## src/rtl/booth_r4_seq_mult.sv

```systemverilog
// -----------------------------------------------------------------------------
// booth_r4_seq_mult
//
// Iterative radix-4 Booth multiplier. The multiplier forms one Booth partial
// product per clock and adds it into a 2*WIDTH accumulator. An operand pair
// is taken through a valid/ready handshake. The product is returned through a
// second valid/ready handshake. Only one operation is in flight at a time.
//
// Parameters
//   WIDTH          operand width. It must be even and >= 4.
//                  The signed mode runs N = WIDTH/2 Booth steps.
//
// Ports
//   CLK            rising-edge clock
//   RST            synchronous, active-high reset
//   IN_VALID       operand pair valid
//   IN_READY       block can accept operands (high only while idle)
//   A_NUM          multiplicand, two's complement
//   B_NUM          multiplier, two's complement
//   MODE_UNSIGNED  (only with BOOTH_UNSIGNED_MODE_EN) treat operands as unsigned
//   OUT_VALID      PRODUCT valid (high only while a result is held)
//   OUT_READY      consumer accepts PRODUCT
//   PRODUCT        A_NUM * B_NUM, modulo 2^(2*WIDTH). It is exact for all
//                  operand pairs.
//   PP_DBG         partial product of the current step, sign-extended and
//                  unshifted. It is zero outside RUN.
//   PP_IDX         index of the Booth step being accumulated. It is zero
//                  outside RUN.
//
// Build option
//   BOOTH_UNSIGNED_MODE_EN   When defined, this adds MODE_UNSIGNED. The value
//                            is captured with the operands. The unsigned mode
//                            zero-extends both operands and runs N+1 steps.
//                            Its latency is therefore N+1.
// -----------------------------------------------------------------------------
`timescale 1ns/1ps

module booth_r4_seq_mult #(
  parameter int WIDTH = 8
) (
  input  logic                             CLK,
  input  logic                             RST,
  input  logic                             IN_VALID,
  output logic                             IN_READY,
  input  logic [WIDTH-1:0]                 A_NUM,
  input  logic [WIDTH-1:0]                 B_NUM,
`ifdef BOOTH_UNSIGNED_MODE_EN
  input  logic                             MODE_UNSIGNED,
`endif
  output logic                             OUT_VALID,
  input  logic                             OUT_READY,
  output logic [2*WIDTH-1:0]               PRODUCT,
  output logic [WIDTH+1:0]                 PP_DBG,
  output logic [$clog2(WIDTH/2+2)-1:0]     PP_IDX
);

  localparam int N     = WIDTH / 2;
  localparam int IDX_W = $clog2(N + 2);
  // The stored multiplicand has one extra bit so that the unsigned mode can
  // zero-extend it without losing the MSB.
  localparam int AW    = WIDTH + 1;
  // The shifted multiplier holds {B extended to WIDTH+2 bits, 1'b0}. This
  // leaves room for the extra unsigned step.
  localparam int BW    = WIDTH + 3;
  // The partial product must hold +/-2A of an AW-bit operand.
  localparam int PW    = WIDTH + 3;
  localparam int PRW   = 2 * WIDTH;

  localparam logic [1:0] S_IDLE = 2'd0;
  localparam logic [1:0] S_RUN  = 2'd1;
  localparam logic [1:0] S_DONE = 2'd2;

  localparam logic [IDX_W-1:0] LAST_SIGNED   = IDX_W'(N - 1);
  localparam logic [IDX_W-1:0] LAST_UNSIGNED = IDX_W'(N);

  // ---------------------------------------------------------------------------
  // Arithmetic helpers
  // ---------------------------------------------------------------------------

  // Radix-4 Booth recoding of one overlapping bit triplet into {0,+-A,+-2A}.
  function automatic logic signed [PW-1:0] booth_pp(
    input logic [2:0]            trip,
    input logic signed [AW-1:0]  a
  );
    logic signed [PW-1:0] a1;
    logic signed [PW-1:0] a2;
    a1 = {{(PW-AW){a[AW-1]}}, a};
    a2 = a1 <<< 1;
    case (trip)
      3'b001, 3'b010: booth_pp = a1;
      3'b011:         booth_pp = a2;
      3'b100:         booth_pp = -a2;
      3'b101, 3'b110: booth_pp = -a1;
      default:        booth_pp = '0;
    endcase
  endfunction

  // The partial product is sign-extended to the product width. It is then
  // weighted by 4^step and added. Any wrap-around is modulo 2^(2*WIDTH).
  function automatic logic signed [PRW-1:0] acc_add(
    input logic signed [PRW-1:0] acc,
    input logic signed [PW-1:0]  pp,
    input logic [IDX_W-1:0]      step
  );
    logic signed [PRW-1:0] ext;
    ext     = {{(PRW-PW){pp[PW-1]}}, pp};
    acc_add = acc + (ext << {step, 1'b0});
  endfunction

  // ---------------------------------------------------------------------------
  // State
  // ---------------------------------------------------------------------------
  logic [1:0]               state_q, state_d;
  logic signed [AW-1:0]     a_q,     a_d;
  logic signed [BW-1:0]     bx_q,    bx_d;
  logic signed [PRW-1:0]    acc_q,   acc_d;
  logic [PRW-1:0]           prod_q,  prod_d;
  logic [IDX_W-1:0]         step_q,  step_d;
  logic [IDX_W-1:0]         last_q,  last_d;

  logic                     mode_unsigned;
  logic signed [PW-1:0]     pp;

`ifdef BOOTH_UNSIGNED_MODE_EN
  assign mode_unsigned = MODE_UNSIGNED;
`else
  assign mode_unsigned = 1'b0;
`endif

  // The digit always comes from the low triplet of the shifted multiplier.
  assign pp = booth_pp(bx_q[2:0], a_q);

  // ---------------------------------------------------------------------------
  // Next-state logic
  // ---------------------------------------------------------------------------
  always_comb begin
    state_d = state_q;
    a_d     = a_q;
    bx_d    = bx_q;
    acc_d   = acc_q;
    prod_d  = prod_q;
    step_d  = step_q;
    last_d  = last_q;

    case (state_q)
      S_IDLE: begin
        if (IN_VALID) begin
          // The signed mode sign-extends both operands. The unsigned mode
          // zero-extends them. The signed mode only consumes the low WIDTH+1
          // bits of bx, so its extra sign bits never change the result.
          if (mode_unsigned) begin
            a_d    = {1'b0, A_NUM};
            bx_d   = {2'b00, B_NUM, 1'b0};
            last_d = LAST_UNSIGNED;
          end else begin
            a_d    = {A_NUM[WIDTH-1], A_NUM};
            bx_d   = {{2{B_NUM[WIDTH-1]}}, B_NUM, 1'b0};
            last_d = LAST_SIGNED;
          end
          acc_d   = '0;
          step_d  = '0;
          state_d = S_RUN;
        end
      end

      S_RUN: begin
        acc_d  = acc_add(acc_q, pp, step_q);
        bx_d   = bx_q >>> 2;
        step_d = step_q + 1'b1;
        if (step_q == last_q) begin
          prod_d  = acc_d;
          state_d = S_DONE;
        end
      end

      S_DONE: begin
        // PRODUCT stays in prod_q after the handshake until the next result
        // overwrites it.
        if (OUT_READY) begin
          state_d = S_IDLE;
        end
      end

      default: begin
        state_d = S_IDLE;
      end
    endcase
  end

  // ---------------------------------------------------------------------------
  // Registers
  // ---------------------------------------------------------------------------
  always_ff @(posedge CLK) begin
    if (RST) begin
      state_q <= S_IDLE;
      a_q     <= '0;
      bx_q    <= '0;
      acc_q   <= '0;
      prod_q  <= '0;
      step_q  <= '0;
      last_q  <= '0;
    end else begin
      state_q <= state_d;
      a_q     <= a_d;
      bx_q    <= bx_d;
      acc_q   <= acc_d;
      prod_q  <= prod_d;
      step_q  <= step_d;
      last_q  <= last_d;
    end
  end

  // ---------------------------------------------------------------------------
  // Outputs
  // ---------------------------------------------------------------------------
  assign IN_READY  = (state_q == S_IDLE);
  assign OUT_VALID = (state_q == S_DONE);
  assign PRODUCT   = prod_q;
  assign PP_DBG    = (state_q == S_RUN) ? pp[WIDTH+1:0] : '0;
  assign PP_IDX    = (state_q == S_RUN) ? step_q : '0;

endmodule
```

## config.mk

```make
export PLATFORM = sky130hd
export DESIGN_NAME = booth_r4_seq_mult
export DESIGN_NICKNAME = d
export VERILOG_FILES = /design/src/rtl/booth_r4_seq_mult.sv
export SDC_FILE = /design/constraint.sdc
export NUM_CORES = 1
export LEC_CHECK = 0
export CAP_MARGIN = 20
export CORE_UTILIZATION = 42
export DETAILED_ROUTE_END_ITERATION = 10
export PLACE_DENSITY = 0.7
export SLEW_MARGIN = 15
export SYNTH_ARGS = -nofsm -noshare
export SYNTH_HDL_FRONTEND = slang
export SYNTH_SLANG_ARGS = --single-unit
```

## constraint.sdc

```tcl
create_clock -name CLK -period 8.8 [get_ports CLK]
set_input_delay 1.32 -clock CLK [delete_from_list [all_inputs] [get_ports CLK]]
set_output_delay 1.32 -clock CLK [all_outputs]
set_load 0.03 [all_outputs]
```

; After elaboration in Yosys (flattened, before gate mapping)
; Cells that the tools add are included.
; Widths: inputs -> output; s select.
[word_totals]
wordCells = 48
ff_bits = 57
[op_classes]
n_mux = 13
shift = 1
eq_ne = 12
n_bitwise = 1
reduce_logical = 9
n_addsub = 4
[op_table]
columns = op, n
row1 = $pmux 11 s4, 1
row2 = $pmux 16 s2, 1
row3 = $pmux 11 s2, 1
row4 = $add 16x16->16, 1
row5 = $mux 16, 1
row6 = $shl 16x4->16, 1
row7 = $mux 11, 1
row8 = $neg 8->11, 1
row9 = $neg 9->11, 1
row10 = $mux 10, 1
row11 = $eq 3x3->1 const B, 3
row12 = $eq 3x2->1 const B, 2
row13 = $mux 2, 3
row14 = $mux 3, 2
row15 = $pmux 2 s3, 1
row16 = $pmux 3 s2, 1
row17 = $reduce_and 2->1, 3
row18 = $reduce_and 3->1, 2
row19 = $ne 2x2->1 const B, 2
row20 = $reduce_or 2->1, 2
row21 = $add 3x1->3 const B, 1
row22 = $eq 3x1->1 const B, 1
row23 = $eq 3x2->1, 1
row24 = $eq 2x1->1 const B, 1
row25 = 5 further kinds, 5

; Depth between registers and ports, before layout
[logic_depth]
depth_word = 6
mapped_depth = 20

; Least setup slack after synthesis
; OpenSTA, ideal clock, no wires.
[synth_timing]
path_type = register to register
from = register a_q[0]
to = register prod_q[13], in the netlist PRODUCT[13]
stages_incl_launch_ff = 21
arrival_time_ns = 4.033
period_less_slack_ns = 4.164
slack_ns = 4.636
setup_time_ns = 0.131
path_buffers = 1
cell_sequence = dfxtp_1 -> inv_1 -> ha_1 -> or4b_4 -> buf_6 -> o21ai_1 -> xor2_1 -> o21ai_0 -> a22oi_1 -> mux2_2 -> nor2_1 -> o31a_1 -> ha_1 -> and2_1 -> a31oi_1 -> o311a_1 -> o21bai_1 -> a21o_1 -> a221oi_1 -> xor2_1 -> o31ai_1
[synth_via]
elab_chain_cells = 4
[synth_lines]
columns = element, line_no
row1 = start: declaration, 114  ; logic signed [AW-1:0] a_q, a_d;
row2 = start signal: assignment, 196  ; a_q <= '0;
row3 = start signal: assignment, 204  ; a_q <= a_d;
row4 = $neg 9->11 / $neg 8->11 (equally long branches), "92, 93"
row5 = $pmux 11 s4 *, 89  ; case (trip)
row6 = $shl 16x4->16 *, 107  ; acc_add = acc + (ext << {step, 1'b0});
row7 = $add 16x16->16 *, 107
row8 = end signal: assignment, 207  ; prod_q <= prod_d;
row9 = end: declaration, 117  ; logic [PRW-1:0] prod_q, prod_d;
; Mark *: on every way between the ends. The rest lies on a longest branch, timed or not.
; A chain may end at the register's enable or synchronous reset.

; Worst setup path after layout
; Same ends and word-level chain as after synthesis.

==> flow_metrics.tcl <==
set metrics [dict create \
    run_status "completed" \
    rrSetupSlack_ns 3.99 \
    tns_ns 0 \
    syn_avg_cell_area_sq_um 7.340 \
    ys.flop_type "dfxtp_1" \
    pre_cts_slack_ns 4.030 \
    startpoint "a_q[0]" \
    regToRegStartpoint "a_q[0]" \
    clkSlewWorstSetupHoldPaths_ns 0.10 \
    peakVddDrop_uv 84.70 \
    fmaxAchievable_mhz 208.0 \
    grt_max_degree 67 \
    clock_latency_ns 0.31 \
    ys_seq_elements 56 \
    drtIter0Drc 221 \
    critical_path_required_ns 8.98 \
    min_path_cells 2 \
    fin_hold_ws_ns 0.4617 \
    cts_resized 0 \
    crit_arrival_ns 4.98 \
    min_from "bx_q[10]" \
    hold-path-endpoint "bx_q[10]" \
    crit_type "reg2reg" \
    slew_headroom_pct 49.24 \
    rsz0062_at_grt "false" \
    gp_congestion 0.9545 \
    drtPass1Iterations 5 \
    route.vias.total 3942 \
    ant_nets 0 \
    core-area_sq_um 9153 \
    layout_worst_path_cycle_share_pct 54.63 \
    grt_overflow_total 0 \
    drc 0 \
    numPortBuffers 50 \
    worstPathMaxFanout 8 \
    viasPerCell 5.910 \
    root_buffer "clkbuf_8" \
    synth_edf_count 0 \
    grt_pass1_wl_um 17520 \
    r2r_end "PRODUCT[13]" \
    syn-cell-area_sq_um 3949 \
    numCtsBuffers 5 \
    final_hold_viol_count 0 \
    p_leak_nw 1.737 \
    async_flop_share_pct 0 \
    die_x_um 98.97 \
    start_util_pct 43.14 \
    wl_per_cell_um 15.50 \
    die_area_sq_um 9794 \
    antenna_found_initial 0 \
    yosysWarnings 0 \
    power.density_nw_per_um2 159.9 \
    layout-drive-gt1-share_pct 5.216 \
    num-nets-final 594 \
    n_antenna_cell 0 \
    cp-end-kind "flip-flop" \
    setup_slack_ns 3.992 \
    yosysSeqAreaShare_pct 28.39 \
    fin_crit_ns 4.808 \
    skew_ns 0.009654 \
    grt_pass1_vias 3617 \
    drt-total-wl_um 10340 \
    cts_buffer_depth 2 \
    die_h_um 98.97 \
    cts_setup_buffers 0 \
    worst_slew_pin_slew_ns 0.7595 \
    slew_viol_final 0 \
    maxCapViolCount 0 \
    htreeDepth 2 \
    p_total_uw 727.4 \
    setup_viol 0 \
    cp-start-kind "flip-flop" \
    postSynthCellCount 538 \
    cts_tree "yes" \
    hpwl_um 7419 \
    hold_path.class "reg2reg" \
    synth_nets 576 \
    reg2regPathDepth 19 \
    synth_cell_types 71 \
    fillers 887 \
    ioPinCount 51 \
    hold_buffers 0 \
    clock-sinks 56 \
    area.growth.synth_to_final_pct 15.21 \
    grt_use_total_pct 21.72 \
    rows 35 \
]
==> how the worst max path moves through the flow <==
| stage | end | cells past startpoint |
|---|---|---|
| finish | PRODUCT[13] | 19 |
| global route | PRODUCT[13] | 19 |
| CTS | acc_q[13] | 19 |
| detailed placement | PRODUCT[13] | 19 |
| global placement | PRODUCT[13] | 19 |
| floorplan | PRODUCT[13] | 20 |
==> critical path: stages, from the launching register on <==
cell and delay [ns]:
dfxtp_1 0.42, inv_1 0.12, ha_1 0.28, or4b_4 0.56, o21ai_1 0.17, xor2_1 0.20
o21ai_0 0.09, a22oi_1 0.35, mux2_2 0.24, nor2_1 0.05, o31a_1 0.32, ha_1 0.35
and2_1 0.20, a31oi_1 0.14, o311a_1 0.27, o21bai_1 0.08, a21o_1 0.21, a221oi_1 0.30
xor2_1 0.24, o31ai_1 0.10
==> power breakdown <==
group	switching [mW]	total, mW	internal (mW)	leakage, nW
Clock	0.0802	0.151	0.0704	0.0503
Combinational	0.168	0.276	0.108	1.23
Sequential	0.0277	0.301	0.273	0.456
==> Yosys cell counts, types with 3 or more instances <==
library cell | count | area, sq um
nand2_1 | 80 | 300.3
dfxtp_1 | 56 | 1121
a21oi_1 | 54 | 270.3
nor2_1 | 53 | 198.9
clkbuf_1 | 33 | 123.9
nand3_1 | 26 | 130.1
o21ai_0 | 24 | 120.1
ha_1 | 17 | 212.7
inv_1 | 12 | 45.04
nor3_1 | 10 | 50.05
xnor2_1 | 10 | 87.58
and2_1 | 9 | 56.30
or3_1 | 9 | 56.30
mux2i_1 | 8 | 80.08
a311oi_1 | 7 | 61.31
o31ai_1 | 7 | 52.55
xor2_1 | 7 | 61.31
a21o_1 | 6 | 45.04
buf_2 | 6 | 30.03
nor4_1 | 6 | 37.54
o21a_1 | 6 | 45.04
nand2b_1 | 5 | 31.28
o211ai_1 | 5 | 37.54
a31oi_1 | 4 | 25.02
mux2_2 | 4 | 45.04
nand3b_1 | 4 | 30.03
nor2b_1 | 4 | 25.02
o22ai_1 | 4 | 25.02
a211o_1 | 3 | 26.28
a21boi_0 | 3 | 22.52
a22oi_1 | 3 | 22.52
buf_1 | 3 | 11.26
o31a_1 | 3 | 26.28
==> logic make-up (layout without fill, tap and decap cells) <==
logic type | after synthesis | count (layout) | share of synthesized area [%]
buffers and inverters | 57 | 75 | 5.988
adders and majority gates | 18 | 18 | 5.893
and+or+nand+nor | 224 | 224 | 27.35
DFF | 56 | 56 | 28.39
AOI/OAI and AO/OA | 154 | 154 | 25.44
muxes | 12 | 12 | 3.169
xor gates and xnor gates | 17 | 17 | 3.771
==> routing by layer <==
layer / up-vias / GRT usage, % / wire length [um]
met5: - / 0 / 0
met4: 0 / 6.085 / 141
met3: 15 / 2.411 / 526
met2: 117 / 33.84 / 4551
met1: 1850 / 31.53 / 5119
li1: 1960 / - / -
==> flip-flops by register name (all words and copies together), names as in the netlist <==
register / flops
last_q: 1
acc_q: 16
PRODUCT: 16
state_q: 2
step_q: 3
bx_q: 10
a_q: 8
==> through the flow <==
stage | util (%) | instance area (sq um) | instances
final | 49.71 | 4549 | 667
after global routing | 49.71 | 4549 | 667
after CTS | 49.49 | 4529 | 666
after detailed placement | 48.43 | 4433 | 659
after global placement | 48.27 | 4418 | 658
after floorplan | - | 3949 | 538
==> cells in the final DEF, fill, tap and decap left out, types with 6 or more instances in the layout <==
master and instances:
a21oi_1 54, nand3_1 26, clkdlybuf4s50_1 49, clkbuf_8 7, or3_1 9, mux2i_1 8, ha_1 17, nor4_1 6
o31ai_1 7, xnor2_1 10, inv_1 12, o21a_1 6, o21ai_0 24, nor3_1 10, xor2_1 7, dfxtp_1 56
a21o_1 6, and2_1 9, nor2_1 53, nand2_1 80, a311oi_1 7
==> final cells by class <==
type,instances,area [sq um],area share [%]
well taps,111,138.9,3.053
flip-flops and latches,56,1121,24.64
clock buffers,7,96.34,2.118
inverters,13,48.80,1.073
multi-input cells,425,2591,56.96
repair buffers,55,553.0,12.16
Power figures use the tool's default switching activity.
